$ cat src/rtl/hms_bcd_formatter_pkg.sv
// Shared constants and types for the HMS-to-BCD formatter: packed-time field
// positions, the segment-decoder blank code, the sequencer state enum and
// the position of each digit inside the 24-bit digit bus.
package hms_fmt_pkg;

  // Packed time layout: {1'b0, hours[6:0], minutes[5:0], seconds[5:0]}
  localparam int HRS_LSB = 12;
  localparam int HRS_W   = 7;
  localparam int MIN_LSB = 6;
  localparam int MIN_W   = 6;
  localparam int SEC_LSB = 0;
  localparam int SEC_W   = 6;

  // Converter output: hundreds, tens and ones nibbles
  localparam int BCD_W = 12;

  // Nibble value the segment decoder renders as a dark digit
  localparam logic [3:0] BCD_BLANK = 4'hF;

  // Digit index inside bcd_digits; digit i occupies bits [4*i +: 4]
  localparam int DIG_S1  = 0;
  localparam int DIG_S10 = 1;
  localparam int DIG_M1  = 2;
  localparam int DIG_M10 = 3;
  localparam int DIG_H1  = 4;
  localparam int DIG_H10 = 5;

  typedef enum logic [2:0] {
    ST_IDLE   = 3'd0,
    ST_CONV_H = 3'd1,
    ST_CONV_M = 3'd2,
    ST_CONV_S = 3'd3,
    ST_DONE   = 3'd4
  } fmt_state_e;

endpackage

$ cat src/rtl/hms_bcd_formatter_bin2bcd_seq.sv
// Sequential shift-and-add-3 (double dabble) binary-to-BCD converter.
// load places the binary value in the low bits of a scratch register and
// clears the BCD accumulator; each shift_en cycle adjusts every BCD nibble
// that is >= 5 by +3 and then shifts the whole scratch left by one. After
// BIN_W shift cycles, result holds the BCD value. Sequencing is the parent's job.
module bin2bcd_seq #(
  parameter int BIN_W = 7,
  parameter int BCD_W = 12
) (
  input  logic             clock,
  input  logic             reset,
  input  logic             load,
  input  logic             shift_en,
  input  logic [BIN_W-1:0] value,
  output logic [BCD_W-1:0] result
);

  localparam int SCR_W  = BCD_W + BIN_W;
  localparam int N_DIGS = BCD_W / 4;

  logic [SCR_W-1:0] r_scratch;
  logic [SCR_W-1:0] w_adjusted;

  // Add 3 to every BCD nibble that would overflow past 9 after doubling
  always_comb begin
    w_adjusted = r_scratch;
    for (int d = 0; d < N_DIGS; d++) begin
      if (r_scratch[BIN_W + 4*d +: 4] >= 4'd5) begin
        w_adjusted[BIN_W + 4*d +: 4] = r_scratch[BIN_W + 4*d +: 4] + 4'd3;
      end
    end
  end

  // Scratch register: load has priority over shift
  always_ff @(posedge clock or negedge reset) begin
    if (!reset) begin
      r_scratch <= '0;
    end else if (load) begin
      r_scratch <= {{BCD_W{1'b0}}, value};
    end else if (shift_en) begin
      r_scratch <= w_adjusted << 1;
    end
  end

  assign result = r_scratch[SCR_W-1 -: BCD_W];

endmodule

$ cat src/rtl/hms_bcd_formatter.sv
// HMS-to-BCD formatter. Snapshots packed HMS time on each accepted
// half-second strobe and converts hours, minutes and seconds into six BCD
// digits through one shared sequential converter (8 cycles per field).
// Hours above 99 saturate to 99 and raise hrs_overflow. colon_on toggles on
// every half-second strobe for the display's blinking colon.
// Optional build macro LEADING_ZERO_BLANK_EN: a zero hours-tens digit is
// replaced by the blank code so the display shows " 1:23:45".
//
// Strobe semantics: half_sec_pulse is a single-cycle strobe sampled on the
// rising clock edge; there is no back-pressure. A strobe with hold=0 starts a
// conversion when idle, or is remembered in a 1-deep pending flag when busy.
// digits_valid is a single-cycle pulse in the cycle bcd_digits changes.
module hms_bcd_formatter
  import hms_fmt_pkg::*;
#(
  parameter int BIN_W   = 7,
  parameter int LATENCY = 24
) (
  input  logic        clock,
  input  logic        reset,
  input  logic [19:0] hms_time,
  input  logic        half_sec_pulse,
  input  logic        hold,
  output logic [23:0] bcd_digits,
  output logic        digits_valid,
  output logic        busy,
  output logic        hrs_overflow,
  output logic        colon_on
);

  // Each field phase spans a third of the trigger-to-valid latency
  localparam int PHASE_LEN = LATENCY / 3;
  localparam int CNT_W     = $clog2(PHASE_LEN);
  localparam logic [CNT_W-1:0] CNT_LAST = CNT_W'(PHASE_LEN - 1);

  fmt_state_e       r_state;
  fmt_state_e       w_next_state;
  logic [CNT_W-1:0] r_cnt;
  logic             r_pending;
  logic [11:0]      r_snap_ms;
  logic [7:0]       r_hrs_bcd;
  logic             r_hrs_ovf;
  logic [7:0]       r_min_bcd;
  logic [23:0]      r_bcd_digits;
  logic             r_valid;
  logic             r_hrs_overflow;
  logic             r_colon;

  logic             w_trigger;
  logic             w_phase_last;
  logic             w_busy;
  logic             w_start;
  logic             w_conv_load;
  logic             w_conv_shift;
  logic [BIN_W-1:0] w_conv_value;
  logic             w_finish;
  logic [BCD_W-1:0] w_conv_result;
  logic [3:0]       w_h10;
  logic             w_unused_bit19;

  assign w_unused_bit19 = hms_time[19];
  assign w_trigger      = half_sec_pulse & ~hold;
  assign w_phase_last   = (r_cnt == CNT_LAST);
  assign w_busy         = (r_state == ST_CONV_H) || (r_state == ST_CONV_M) ||
                          (r_state == ST_CONV_S);

  // Next state plus converter control; hours are loaded straight from the
  // live input on the start edge, the same edge that snapshots min/sec
  always_comb begin
    w_next_state = r_state;
    w_start      = 1'b0;
    w_conv_load  = 1'b0;
    w_conv_shift = 1'b0;
    w_conv_value = '0;
    w_finish     = 1'b0;
    case (r_state)
      ST_IDLE: begin
        if (w_trigger) begin
          w_next_state = ST_CONV_H;
          w_start      = 1'b1;
          w_conv_load  = 1'b1;
          w_conv_value = BIN_W'(hms_time[HRS_LSB +: HRS_W]);
        end
      end
      ST_CONV_H: begin
        w_conv_shift = ~w_phase_last;
        if (w_phase_last) begin
          w_next_state = ST_CONV_M;
          w_conv_load  = 1'b1;
          w_conv_value = BIN_W'(r_snap_ms[MIN_LSB +: MIN_W]);
        end
      end
      ST_CONV_M: begin
        w_conv_shift = ~w_phase_last;
        if (w_phase_last) begin
          w_next_state = ST_CONV_S;
          w_conv_load  = 1'b1;
          w_conv_value = BIN_W'(r_snap_ms[SEC_LSB +: SEC_W]);
        end
      end
      ST_CONV_S: begin
        w_conv_shift = ~w_phase_last;
        if (w_phase_last) begin
          w_next_state = ST_DONE;
          w_finish     = 1'b1;
        end
      end
      ST_DONE: begin
        w_next_state = ST_IDLE;
        if (r_pending || w_trigger) begin
          w_next_state = ST_CONV_H;
          w_start      = 1'b1;
          w_conv_load  = 1'b1;
          w_conv_value = BIN_W'(hms_time[HRS_LSB +: HRS_W]);
        end
      end
      default: begin
        w_next_state = ST_IDLE;
      end
    endcase
  end

  // State register
  always_ff @(posedge clock or negedge reset) begin
    if (!reset) begin
      r_state <= ST_IDLE;
    end else begin
      r_state <= w_next_state;
    end
  end

  // Cycle-within-phase counter, restarted on every state change
  always_ff @(posedge clock or negedge reset) begin
    if (!reset) begin
      r_cnt <= '0;
    end else if (w_next_state != r_state) begin
      r_cnt <= '0;
    end else if (w_busy) begin
      r_cnt <= r_cnt + CNT_W'(1);
    end
  end

  // Pending flag: merges any number of triggers seen while converting
  always_ff @(posedge clock or negedge reset) begin
    if (!reset) begin
      r_pending <= 1'b0;
    end else if (w_start) begin
      r_pending <= 1'b0;
    end else if (w_trigger && w_busy) begin
      r_pending <= 1'b1;
    end
  end

  // Minutes/seconds snapshot, isolating the result from later input changes
  always_ff @(posedge clock or negedge reset) begin
    if (!reset) begin
      r_snap_ms <= '0;
    end else if (w_start) begin
      r_snap_ms <= hms_time[11:0];
    end
  end

  bin2bcd_seq #(
    .BIN_W (BIN_W),
    .BCD_W (BCD_W)
  ) u_bin2bcd (
    .clock    (clock),
    .reset    (reset),
    .load     (w_conv_load),
    .shift_en (w_conv_shift),
    .value    (w_conv_value),
    .result   (w_conv_result)
  );

  // Capture hours (with saturation) and minutes at the end of their phases
  always_ff @(posedge clock or negedge reset) begin
    if (!reset) begin
      r_hrs_bcd <= '0;
      r_hrs_ovf <= 1'b0;
      r_min_bcd <= '0;
    end else begin
      if ((r_state == ST_CONV_H) && w_phase_last) begin
        r_hrs_ovf <= (w_conv_result[11:8] != 4'd0);
        r_hrs_bcd <= (w_conv_result[11:8] != 4'd0) ? 8'h99 : w_conv_result[7:0];
      end
      if ((r_state == ST_CONV_M) && w_phase_last) begin
        r_min_bcd <= w_conv_result[7:0];
      end
    end
  end

`ifdef LEADING_ZERO_BLANK_EN
  assign w_h10 = (r_hrs_bcd[7:4] == 4'd0) ? BCD_BLANK : r_hrs_bcd[7:4];
`else
  assign w_h10 = r_hrs_bcd[7:4];
`endif

  // Output digit register and valid strobe, updated as seconds complete
  always_ff @(posedge clock or negedge reset) begin
    if (!reset) begin
      r_bcd_digits   <= '0;
      r_valid        <= 1'b0;
      r_hrs_overflow <= 1'b0;
    end else begin
      r_valid <= w_finish;
      if (w_finish) begin
        r_bcd_digits[4*DIG_H10 +: 4] <= w_h10;
        r_bcd_digits[4*DIG_H1  +: 4] <= r_hrs_bcd[3:0];
        r_bcd_digits[4*DIG_M10 +: 4] <= r_min_bcd[7:4];
        r_bcd_digits[4*DIG_M1  +: 4] <= r_min_bcd[3:0];
        r_bcd_digits[4*DIG_S10 +: 4] <= w_conv_result[7:4];
        r_bcd_digits[4*DIG_S1  +: 4] <= w_conv_result[3:0];
        r_hrs_overflow               <= r_hrs_ovf;
      end
    end
  end

  // Colon blink: toggles on every strobe regardless of hold or busy
  always_ff @(posedge clock or negedge reset) begin
    if (!reset) begin
      r_colon <= 1'b1;
    end else if (half_sec_pulse) begin
      r_colon <= ~r_colon;
    end
  end

  assign bcd_digits   = r_bcd_digits;
  assign digits_valid = r_valid;
  assign busy         = w_busy;
  assign hrs_overflow = r_hrs_overflow;
  assign colon_on     = r_colon;

endmodule

$ cat config.mk
export PLATFORM = sky130hd
export DESIGN_NAME = hms_bcd_formatter
export DESIGN_NICKNAME = d
export VERILOG_FILES = /design/src/rtl/hms_bcd_formatter_pkg.sv /design/src/rtl/hms_bcd_formatter_bin2bcd_seq.sv /design/src/rtl/hms_bcd_formatter.sv
export SDC_FILE = /design/constraint.sdc
export NUM_CORES = 1
export LEC_CHECK = 0
export ABC_AREA = 1
export BUFFER_PORTS_ARGS = -buffer_cell sky130_fd_sc_hd__buf_2
export CORE_ASPECT_RATIO = 0.9
export CORE_UTILIZATION = 61
export DETAILED_ROUTE_END_ITERATION = 12
export PLACE_DENSITY = 0.91
export SLEW_MARGIN = 30
export SYNTH_ARGS = -nofsm -noshare
export SYNTH_HDL_FRONTEND = slang
export SYNTH_HIERARCHICAL = 1
export SYNTH_SLANG_ARGS = --single-unit
$ cat constraint.sdc
create_clock -name clock -period 3.4 [get_ports clock]
set_input_delay 0.68 -clock clock [delete_from_list [all_inputs] [get_ports clock]]
set_output_delay 0.68 -clock clock [all_outputs]
set_load 0.05 [all_outputs]
# [Yosys cells after proc, flatten, opt, wreduce, memory -nomap -nowiden]
# Cells that the tools add are included.
[totals] reg_bits=82
[classes] addsub=4 n_lt_le_gt_ge=3 eq_ne=6 n_mux=28 bitwise=4 reduce_logical=13
[ops] op="$mux W19" count=2
[ops] op="$pmux W7 S4" count=1
[ops] op="$mux W3" count=7
[ops] op="$pmux W3 S5" count=1
[ops] op="$mux W7" count=2
[ops] op="$ge A4 B3 Y1 const B" count=3
[ops] op="$mux W6" count=2
[ops] op="$add A4 B2 Y4 const B" count=2
[ops] op="$mux W1" count=8
[ops] op="$mux W4" count=2
[ops] op="$mux W8" count=1
[ops] op="$eq A3 B2 Y1 const B" count=2
[ops] op="$eq A3 B3 Y1 const B" count=2
[ops] op="$reduce_bool A2 Y1" count=3
[ops] op="$reduce_bool A4 Y1" count=1
[ops] op="$add A3 B1 Y3 const B" count=1
[ops] op="$add A3 B2 Y3 const B" count=1
[ops] op="$eq A3 B1 Y1 const B" count=1
[ops] op="$logic_and A1 B1 Y1" count=3
[ops] op="$logic_not A3 Y1" count=1
[ops] op="$logic_or A1 B1 Y1" count=3
[ops] op="$ne A3 B3 Y1" count=1
[ops] op="$not A1 Y1" count=3
[ops] op="$pmux W1 S3" count=1
[ops] op="4 further kinds" count=4

# [Longest topological paths before layout]
# Gate-level depths: netlist (run 1).
[logic_depth] ltp_word=7 depth_mapped=14 ltp_nobuf=11

# [By module]
# Netlist (run 1), hierarchy kept.
[modules_own_cells] module="hms_bcd_formatter" instances=1 cells_each=279 area_each_um2=2570.0 seq_area_each_um2=1577.8
[modules_own_cells] module="bin2bcd_seq" instances=1 cells_each=149 area_each_um2=1191.1 seq_area_each_um2=475.5

# [Worst setup path after synthesis (run 1)]
# Ideal clock, no wire load.
[synth_path] path_kind="register -> register" from="reg r_cnt[0]" to="reg u_bin2bcd.r_scratch[0]" setup_time_ns=0.121 arrival_time_ns=1.824 required_time_ns=3.279 slack_ns=1.455 stages_incl_launch_ff=14 path_buffers=3 period_less_slack_ns=1.945 path_cell_list="dfrtp_1 ha_1 ha_1 inv_1 nor2_2 nand2_2 buf_2 nand3_1 buf_6 inv_6 nand2_4 inv_2 buf_6 a22o_1"
[synth_via] elab_chain_cells=4 elab_cells_between_ends=10
[synth_rtl] item="from (decl)" line_no="hms_bcd_formatter.sv:38" text="logic [CNT_W-1:0] r_cnt;"
[synth_rtl] item="from (signal assigned)" line_no="hms_bcd_formatter.sv:139" text="r_cnt <= r_cnt + CNT_W'(1);"
[synth_rtl] item="$eq A3 B3 Y1 *" line_no="hms_bcd_formatter.sv:63" text="assign w_phase_last = (r_cnt == CNT_LAST);"
[synth_rtl] item="$mux W1 *" line_no="hms_bcd_formatter.sv:87, hms_bcd_formatter.sv:95"
[synth_rtl] item="$pmux W1 S3 *" line_no="hms_bcd_formatter.sv:76" text="case (r_state)"
[synth_rtl] item="net w_conv_load" line_no="hms_bcd_formatter.sv:53" text="logic w_conv_load;"
[synth_rtl] item="$mux W19 / $reduce_bool A2 Y1 (equally long branches)"
[synth_rtl] item="to (signal assigned)" line_no="hms_bcd_formatter_bin2bcd_seq.sv:39" text="r_scratch <= {{BCD_W{1'b0}}, value};"
[synth_rtl] item="to (signal assigned)" line_no="hms_bcd_formatter_bin2bcd_seq.sv:41" text="r_scratch <= w_adjusted << 1;"
[synth_rtl] item="to (decl)" line_no="hms_bcd_formatter_bin2bcd_seq.sv:21" text="logic [SCR_W-1:0] r_scratch;"
# Mark *: on every way through the listed nets, which the timed path passes. The rest lies on a longest branch.
# A chain may end at the register's enable or synchronous reset.

# [Final worst setup path (run 1)]
[layout_path] from="reg r_cnt[0]" to="reg u_bin2bcd.r_scratch[1]"
# Same word-level chain as after synthesis.

==> flow_summary_export.csv, run 1 <==
group,metric,value,unit
global_route,antenna_found_initial,0,
clocking,ctsResizeCount,0,
logic_synthesis,synth_cell_types,31,
final_layout,regArea,2050,um2
logic_synthesis,synth-main-ff-cell,"dfrtp_1",
drt,num_vias,2926,
drt,viasPerCell,5.42,
final_layout,fin_cells,540,
logic_synthesis,avgSynthCellArea,8.79,um2
hold_path,hold_class,"input pin to asynchronous set/reset pin",
placement,numPortBuffers,50,
critical_path,crit_type,"flip-flop to flip-flop",
drt,remaining_drc_errors,7,
critical_path,reg2reg_slack,0.70,ns
die,rows,26,
critical_path,rr_worst_depth,11,
global_route,grt_pass1_wl,12.9,mm
critical_path,critical_path.endpoint,"u_bin2bcd/r_scratch[1]",
die,die_h,76.5,um
drt,highest_layer,"met4",
clocking,cts.sinks,82,
logic_synthesis,netlist_top_cells_count,"nand2_1 (151), dfrtp_1 (81), inv_1 (37)",
die,die-area,6480,um2
global_route,grt_overflow,0,
logic_synthesis,async_flop_share,100,%
drt,wl_met2,3.70,mm
logic_synthesis,ys_ff_latch,82,
critical_path,start_kind,"flip-flop",
sta,slew_viol_final,0,
final_layout,area_growth,9.68,%
logic_synthesis,synth_fp_nets,460,
power_and_ir_drop,powerDensity,963,nW/um2
die,io_pins,52,
logic_synthesis,syn_area,3760,um2
logic_synthesis,yosysWarnings,6,
sta,rsz0062_at_grt,"false",
sta,worst_clock_skew,0.00609,ns
outcome,violations,"DRC",
placement,dp_cells,524,
outcome,status,"finished with violations",
power_and_ir_drop,clock_power_share,18.2,%
critical_path,max_stage_delay,0.48,ns
sta,setup_viol,0,
power_and_ir_drop,switchingPower,1.78,mW
critical_path,r2r_start,"r_cnt[0]",
sta,finalSetupTns,0,ns
sta,worst_slew_pin_slew,0.717,ns
final_layout,drive_gt1_share,18.7,%
die,core,5820,um2
clocking,clk_pin_slew_worst_paths,0.09,ns
critical_path,crit_family,"simple AND/OR/NAND/NOR gates",
critical_path,r2r_end,"u_bin2bcd/r_scratch[1]",
drt,firstDrtPassIters,8,
logic_synthesis,synth.most_common_cell,"nand2_1",
clocking,clock_latency,0.36,ns
power_and_ir_drop,p_int,2.19,mW
drt,ant_nets,0,
critical_path,crit_path_end_kind,"flip-flop",
clocking,cts_hold_buf,0,
final_layout,fill_cells,450,
clocking,htreeDepth,3,
clocking,post_cts_buffers,0,
logic_synthesis,synth_seq_area_share,54.6,%
power_and_ir_drop,switching_share,44.9,%
clocking,cts_tree,"yes",
logic_synthesis,synthTopCellsByArea,"dfrtp_1 (54%), nand2_1 (15%), inv_1 (3.7%), ha_1 (2.7%), buf_4 (2.6%)",
critical_path,path_cells,"ha_1 > ha_1 > inv_1 > nor2_2 > nand2_2 > nand3_1 > inv_6 > nand2_4 > inv_2 > a21oi_1 > a21oi_1",
power_and_ir_drop,p_leak,2.26,nW
final_layout,antenna_cells,0,
global_route,grt_max_degree,83,
critical_path,cp_data_arrival_time,2.98,ns
critical_path,required,3.68,ns
global_route,grt_util_all_layers,25.5,%
critical_path,cp_num_cells,11,
sta,fin_crit,2.70,ns
drt,drt_iter0_markers,240,
power_and_ir_drop,ir_drop,0.511,mV
die,die_width,84.8,um
drt,met1_length,3.30,mm
final_layout,multi_input_area,1340,um2
final_layout,final_util,70.8,%
drt,wire_per_inst,14.0,um
sta,max_freq,371,MHz
clocking,root_buffer,"clkbuf_8",
job,max-cap-violations,0,
logic_synthesis,synth_largest_area_cell,"dfrtp_1",
clocking,cts_buffers,9,
power_and_ir_drop,pwr-share-comb,41.5,%
sta,period_share,79.3,%
die,floorplan.initialDensity,64.6,%
power_and_ir_drop,finalPower,3.97,mW
logic_synthesis,synthCells,428,
drt,totalWireLength,7.56,mm
global_route,grt_pass1_vias,2860,
critical_path,cp_num_buf_inv,3,
placement,dp_hpwl,5.04,mm
sta,finalHoldViolations,0,
placement,gp_congestion,0.789,
critical_path,cp_max_fo,20,
final_layout,nNetsFinal,497,
logic_synthesis,synth_top_area_share,53.9,%
sta,slew_headroom,52.2,%
sta,setup_ws,0.703,ns
critical_path,cpMaxStageDelayCell,"nand3_1",
clocking,clockBufferDepth,2,
drt,route.met3.wl,449,um
power_and_ir_drop,sequentialPowerShare,40.3,%
critical_path,critPathLaunch,"r_cnt[0]",
logic_synthesis,synth_edf_count,0,
placement,post-place-ws,0.780,ns
==> layout by cell type, fill, tap and decap left out, types with 2 or more instances in the layout <==
cell,netlist,layout
a21oi_1,11,11
a21oi_2,3,3
a22oi_1,10,10
buf_2,7,49
clkbuf_8,0,9
clkinvlp_4,0,2
dfrtp_1,81,81
ha_1,8,8
inv_1,37,37
inv_2,6,6
inv_6,1,3
nand2_1,151,151
nand2_2,3,3
nand3_1,19,19
nand4_1,6,6
nor2_1,14,14
nor2_2,3,3
nor3_1,4,4
o21ai_0,11,11
o21ai_1,17,17
o21bai_1,2,2
o22ai_1,7,7
==> cell families (layout without fill, tap and decap cells) <==
group / Yosys count / after routing / share of synthesized area [%]
AOI/OAI and AO/OA: 63 / 63 / 9.85
xor gates and xnor gates: 1 / 1 / 0.233
adders and majority gates: 8 / 8 / 2.66
buffers and inverters: 70 / 112 / 9.71
DFF: 82 / 82 / 54.6
and+or+nand+nor: 204 / 204 / 23.0
==> state kept, by name (all words and copies together), names as in the netlist <==
name and count:
colon_on 1, bcd_digits 24, r_snap_ms 12, r_hrs_bcd 8
r_min_bcd 8, digits_valid 1, r_hrs_ovf 1, r_pending 1
r_cnt 3, u_bin2bcd/r_scratch 19, hrs_overflow 1, r_state 3
==> per-stage QoR <==
| step | cell area (um2) | hold slack [ns] |
|---|---|---|
| 2_1_floorplan | 3760 | 0.384 |
| 3_3_place_gp | 3920 | 0.456 |
| 3_5_place_dp | 3920 | 0.464 |
| 4_1_cts | 4130 | 0.377 |
| 5_1_grt | 4130 | 0.392 |
| 6_report | 4130 | 0.350 |
==> worst min path at each step <==
stage | from | to | slack [ns]
final | reset | digits_valid | 0.35
after detailed placement | r_min_bcd[2] | bcd_digits[10] | 0.46
after floorplan | reset | bcd_digits[0] | 0.38
after global placement | r_min_bcd[6] | bcd_digits[14] | 0.46
after global routing | reset | bcd_digits[13] | 0.39
after CTS | reset | bcd_digits[12] | 0.38
==> metal layers <==
layer | vias up | GRT usage (%)
met5 | - | 0
met4 | 0 | 10.7
met3 | 13 | 6.50
met2 | 121 | 41.9
met1 | 1361 | 32.3
li1 | 1431 | -
==> cell type report <==
type                            instances  share of cell area [%]
Clock inverter                          6                    1.79
Tap cell                               70                    2.12
Multi-Input combinational cell        276                    32.5
Timing Repair Buffer                   51                    6.40
Inverter                               45                    4.28
Sequential cell                        82                    49.8
Clock buffer                           10                    3.09
==> power groups by stage <==
stage / Clock (mW) / Sequential, mW / Combinational, mW
after global placement: 0 / 1.59 / 1.53
after global routing: 0.773 / 1.64 / 1.84
after floorplan: 0 / 1.82 / 1.15
after detailed placement: 0 / 1.61 / 1.63
after CTS: 0.731 / 1.59 / 1.65
final: 0.721 / 1.60 / 1.65
Note: power is estimated with default switching activity, not from simulation.
==> run 2, diff against run 1 <==
- ABC_AREA: 1 -> 0
- CORE_UTILIZATION: 61 -> 51
- PLACE_DENSITY: 0.91 -> 0.82
- clock period: 3.4 -> 2.4 ns (I/O delays scaled with it)
==> run 2 against run 1 <==
The run now ends clean. Synthesized cell count fell by 30%. Die area rose by 20%. First-iteration DRC count fell by 64%. Critical path depth fell by 5. Sequential power barely moved. Area after synthesis rose by 0.73%. Worst setup slack got worse by 0.65 ns. Critical path type unchanged.
==> flow_summary_export.csv, run 2 <==
group,metric,value,unit
outcome,status,"finished clean",
critical_path,required,2.62,ns
drt,viasPerCell,5.48,
critical_path,start_kind,"flip-flop",
critical_path,crit_type,"flip-flop to flip-flop",
final_layout,final_common_cell,"dfrtp_1",
power_and_ir_drop,powerDensity,735,nW/um2
final_layout,final_util,59.8,%
drt,remaining_drc_errors,0,
sta,worst_slew_pin_slew,0.580,ns
logic_synthesis,synth-adder-area-share,2.64,%
die,die_h,83.8,um
job,max-cap-violations,0,
drt,drt_iter0_markers,86,
clocking,cts.sinks,82,
die,die-area,7780,um2
sta,finalSetupTns,0,ns
power_and_ir_drop,p_leak,2.11,nW
sta,max_freq,426,MHz
hold_path,hold_class,"input pin to asynchronous set/reset pin",
critical_path,crit_path_end_kind,"flip-flop",
clocking,htreeDepth,3,
drt,ant_nets,0,
critical_path,rr_worst_depth,6,
final_layout,drive_gt1_share,27.6,%
logic_synthesis,synth_compound_area_share,10.1,%
die,rows,29,
final_layout,nNetsFinal,375,
sta,slew_viol_final,0,
logic_synthesis,avgSynthCellArea,12.7,um2
sta,setup_viol,0,
placement,numPortBuffers,50,
placement,place_area,4050,um2
global_route,antenna_found_initial,0,
clocking,clock_latency,0.35,ns
logic_synthesis,synth-main-ff-cell,"dfrtp_1",
logic_synthesis,synth_seq_area_share,54.2,%
logic_synthesis,netlist_top_cells_count,"dfrtp_1 (81), mux2_1 (39), buf_4 (17)",
die,io_pins,52,
final_layout,antenna_cells,0,
logic_synthesis,synth.most_common_cell,"dfrtp_1",
final_layout,largest_register_ffs,24,
logic_synthesis,synthXorXnorAreaFrac,0.925,%
clocking,root_buffer,"clkbuf_8",
critical_path,cp_max_fo,6,
final_layout,area_growth,12.2,%
drt,totalWireLength,6.85,mm
sta,slew_headroom,61.3,%
die,die_width,92.9,um
logic_synthesis,yosysWarnings,6,
drt,firstDrtPassIters,4,
placement,gp_congestion,0.762,
die,floorplan.initialDensity,53.3,%
clocking,clockBufferDepth,2,
final_layout,final_cell_mix,"dfrtp_1 (81), buf_2 (49), mux2_1 (39), nand2_1 (14), o21ai_0 (11)",
critical_path,critPathLaunch,"r_cnt[0]",
sta,fin_crit,2.35,ns
logic_synthesis,synthMuxAreaShare,15.8,%
clocking,cts_hold_buf,0,
logic_synthesis,synth_largest_area_cell,"dfrtp_1",
logic_synthesis,ys_ff_latch,82,
critical_path,cp_data_arrival_time,2.57,ns
power_and_ir_drop,ir_drop,0.403,mV
logic_synthesis,synth_fp_nets,330,
logic_synthesis,synth_top_family_by_area,"multiplexers",
clocking,clk_pin_slew_worst_paths,0.09,ns
logic_synthesis,synth_edf_count,0,
logic_synthesis,synth_cell_types,44,
logic_synthesis,syn_area,3790,um2
critical_path,r2r_end,"u_bin2bcd/r_scratch[8]",
sta,period_share,97.8,%
drt,num_vias,2417,
global_route,grt_pass1_vias,2452,
logic_synthesis,synthCells,298,
critical_path,r2r_start,"r_cnt[0]",
clocking,cts_tree,"yes",
placement,dp_hpwl,4.63,mm
global_route,grt_max_degree,45,
logic_synthesis,synth_top_area_share,53.5,%
logic_synthesis,synthTopCellsByArea,"dfrtp_1 (54%), mux2_1 (12%), buf_4 (3.4%), ha_1 (2.6%), a22o_1 (2.3%)",
final_layout,fin_area,4250,um2
sta,worst_clock_skew,0.0101,ns
critical_path,reg2reg_slack,0.05,ns
sta,finalHoldViolations,0,
logic_synthesis,synth-simple-area-share,10.0,%
global_route,grt_overflow,0,
logic_synthesis,async_flop_share,100,%
global_route,grt_util_all_layers,19.4,%
global_route,grt_pass1_wl,11.8,mm
clocking,cts_buffers,9,
drt,wire_per_inst,15.5,um
die,core,7110,um2
sta,rsz0062_at_grt,"false",
-- run 2: changes by cell type after synthesis, moves of 7 or more --
cell,previous run,this run
nand2_1,151,14
mux2_1,0,39
inv_1,37,8
o21ai_1,17,2
nand3_1,19,6
a22o_1,1,10
a22oi_1,10,1
mux2i_1,0,8
mux2_2,0,7
o22ai_1,7,0
-- run 2: worst max-delay path: stages, from the launching register on --
cell and delay (ns):
dfrtp_1 0.41, ha_1 0.21, ha_1 0.23, and4bb_2 0.28, or3_4 0.41, or4b_1 0.55, o311ai_1 0.14
-- run 2: power by group --
group          total [mW]  internal [mW]  switching, mW
clock               0.901          0.387          0.514
combinational       0.591          0.190          0.401
sequential           1.63           1.53          0.102
total                3.13           2.11           1.02
-- run 2: routing by layer --
layer  share of wire [%]  track usage [%]
met1                  46             25.4
met3                 3.8             4.64
met5                   0                0
met4                 1.6             6.99
met2                  48             31.4
-- run 2: worst max-delay path by stage --
stage / endpoint / cells after the start / slack [ns]
CTS: u_bin2bcd/r_scratch[8] / 6 / 0.01
floorplan: u_bin2bcd/r_scratch[16] / 8 / 0.02
global route: u_bin2bcd/r_scratch[16] / 6 / 0.002
detailed placement: u_bin2bcd/r_scratch[8] / 6 / 0.08
finish: u_bin2bcd/r_scratch[8] / 6 / 0.05
global placement: u_bin2bcd/r_scratch[16] / 6 / 0.19
-- run 2: logic make-up (layout without fill, tap and decap cells) --
kind of cell    count (synthesis)  in the layout
buf+inv                        36             85
mux                            54             54
flops                          82             82
simple gates                   61             62
fa+ha+maj                       8              8
compound gates                 53             53
xor+xnor                        4              4
-- run 2: area by class of cell --
cell class / instances / area, um2
Fill cell: 620 / 2860
Clock inverter: 6 / 48.8
Multi-Input combinational cell: 181 / 1520
Inverter: 8 / 30.0
Tap cell: 93 / 116
Timing Repair Buffer: 61 / 360
Sequential cell: 82 / 2050
Clock buffer: 10 / 128
-- run 2: per-stage QoR --
step / worst slack, ns / instances / hold slack [ns] / total power [mW]
2_1_floorplan: 0.0155 / 298 / 0.184 / 2.09
5_1_grt: 0.00197 / 441 / 0.155 / 3.26
4_1_cts: 0.0126 / 438 / 0.132 / 3.15
6_report: 0.0525 / 441 / 0.112 / 3.13
3_3_place_gp: 0.191 / 422 / 0.460 / 2.22
3_5_place_dp: 0.0818 / 422 / 0.474 / 2.26
-- run 2: timing repair --
| item | in CTS | in global routing |
|---|---|---|
| buffers inserted | 0 | 2 |
| gates resized for setup | 0 | 0 |
| setup endpoints to repair | 0 | 5 |
==> run 3, diff against run 2 <==
- ABC_AREA: 0 -> 1
==> run 3 against run 2 <==
First-iteration DRC count up 99%. Largest power group is now combinational cells. Clock-buffer cell count unchanged. Fmax up 9.5%. Cell area down 1.4%. Critical path type unchanged. Sequential share of layout area up 0.71 points. Sequential power up 39%. Hold slack worse by 0.023 ns. Non-clock buffer count down 5. Worst setup slack better by 0.20 ns.
==> flow_summary_export.csv, run 3 (synthesis results as in run 1) <==
group,metric,value,unit
global_route,grt_max_degree,44,
placement,numPortBuffers,50,
sta,rsz0062_at_grt,"false",
outcome,status,"finished clean",
clocking,ctsResizeCount,0,
sta,slew_headroom,64.7,%
critical_path,rr_worst_depth,11,
final_layout,multi_input_area,1340,um2
drt,totalWireLength,7.31,mm
die,floorplan.initialDensity,53.2,%
sta,max_freq,467,MHz
final_layout,final_cell_mix,"nand2_1 (151), dfrtp_1 (81), buf_2 (49), inv_1 (37), nand3_1 (19)",
global_route,grt_pass1_vias,2710,
global_route,use_met3,6.01,%
clocking,htreeDepth,3,
placement,post-place-ws,0.302,ns
critical_path,cp_data_arrival_time,2.43,ns
clocking,cts_hold_buf,0,
clocking,root_buffer,"clkbuf_8",
sta,fin_crit,2.14,ns
sta,setup_ws,0.257,ns
global_route,grt_util_met1,28.1,%
die,rows,29,
drt,viasPerCell,5.13,
power_and_ir_drop,p_leak,2.28,nW
final_layout,fill_cells,642,
drt,wire_per_inst,12.9,um
clocking,clock_latency,0.36,ns
final_layout,largest_register_ffs,24,
sta,whs,0.0893,ns
drt,firstDrtPassIters,4,
final_layout,drive_gt1_share,19.6,%
power_and_ir_drop,powerDensity,1310,nW/um2
final_layout,final_util,59.2,%
drt,remaining_drc_errors,0,
clocking,cts.sinks,82,
critical_path,start_kind,"flip-flop",
global_route,use_met2,33.1,%
die,die-area,7720,um2
placement,dp_hpwl,5.14,mm
final_layout,antenna_cells,0,
critical_path,max_stage_delay,0.40,ns
die,io_pins,52,
sta,finalHoldViolations,0,
clocking,cts_tree,"yes",
die,core,7080,um2
job,max-cap-violations,0,
die,die_width,92.5,um
sta,period_share,89.3,%
sta,worst_clock_skew,0.00951,ns
final_layout,area_growth,11.4,%
global_route,grt_util_all_layers,20.8,%
drt,ant_nets,0,
global_route,grt.busiest_layer,"met2",
critical_path,cp_max_fo,12,
sta,finalSetupTns,0,ns
final_layout,final_common_cell,"nand2_1",
final_layout,nNetsFinal,502,
sta,worst_slew_pin_slew,0.529,ns
sta,setup_viol,0,
clocking,clk_pin_slew_worst_paths,0.09,ns
global_route,grt_overflow,0,
sta,slew_viol_final,0,
critical_path,crit_type,"flip-flop to flip-flop",
drt,num_vias,2916,
critical_path,cpMaxStageDelayCell,"dfrtp_1",
placement,gp_congestion,0.851,
critical_path,path_cells,"ha_1 > ha_1 > inv_1 > nor2_2 > nand2_2 > nand3_1 > inv_6 > nand2_4 > inv_2 > a21oi_1 > a21oi_1",
clocking,clockBufferDepth,2,
global_route,grt_pass1_wl,12.5,mm
critical_path,crit_path_end_kind,"flip-flop",
global_route,antenna_found_initial,0,
final_layout,regArea,2050,um2
critical_path,required,2.68,ns
power_and_ir_drop,finalPower,5.50,mW
die,die_h,83.5,um
clocking,post_cts_buffers,0,
drt,drt_iter0_markers,171,
clocking,cts_buffers,9,
power_and_ir_drop,ir_drop,0.572,mV
hold_path,hold_class,"input pin to asynchronous set/reset pin",
==> run 3: critical path, delay by kind of cell (launching register included) <==
family                     cells  cell delay, ns
buffers and inverters          3            0.51
and+or+nand+nor                4            0.49
adders and majority gates      2            0.46
DFF                            1            0.40
AOI/OAI and AO/OA              2            0.21
==> run 3: final timing paths <==
| path | from | endpoint | slack [ns] |
|---|---|---|---|
| min reg2reg | r_min_bcd[0] | bcd_digits[8] | 0.48 |
| max | r_cnt[0] | u_bin2bcd/r_scratch[6] | 0.26 |
| min in group clock | half_sec_pulse | colon_on | 0.29 |
| min | reset | bcd_digits[15] | 0.09 |
| max reg2reg | r_cnt[0] | u_bin2bcd/r_scratch[6] | 0.26 |
| max in group asynchronous | reset | u_bin2bcd/r_scratch[10] | 1.70 |
==> run 3: per-stage QoR <==
step,cells,instance area [um2]
after floorplan,428,3760
after global placement,552,4010
after detailed placement,552,4010
after CTS,568,4190
after global routing,568,4190
final,568,4190
==> run 3: power by group <==
group | internal (mW) | switching (mW)
Combinational | 0.731 | 1.60
Clock | 0.388 | 0.523
Sequential | 1.91 | 0.350
Total | 3.03 | 2.47
==> run 3: cell type report <==
| type | count | share of cell area, % |
|---|---|---|
| clock buffer | 10 | 3.05 |
| clock inverter | 6 | 1.22 |
| inverter | 45 | 4.21 |
| multi-input combinational | 276 | 32.0 |
| sequential | 82 | 49.0 |
| tap | 93 | 2.78 |
| timing repair buffer | 56 | 7.70 |
==> run 3: layer usage <==
metal  up-vias  share of wire [%]
met2        76                 47
li1       1444                  -
met4         0               0.93
met3         9                5.0
met1      1387                 47
met5         -                  0
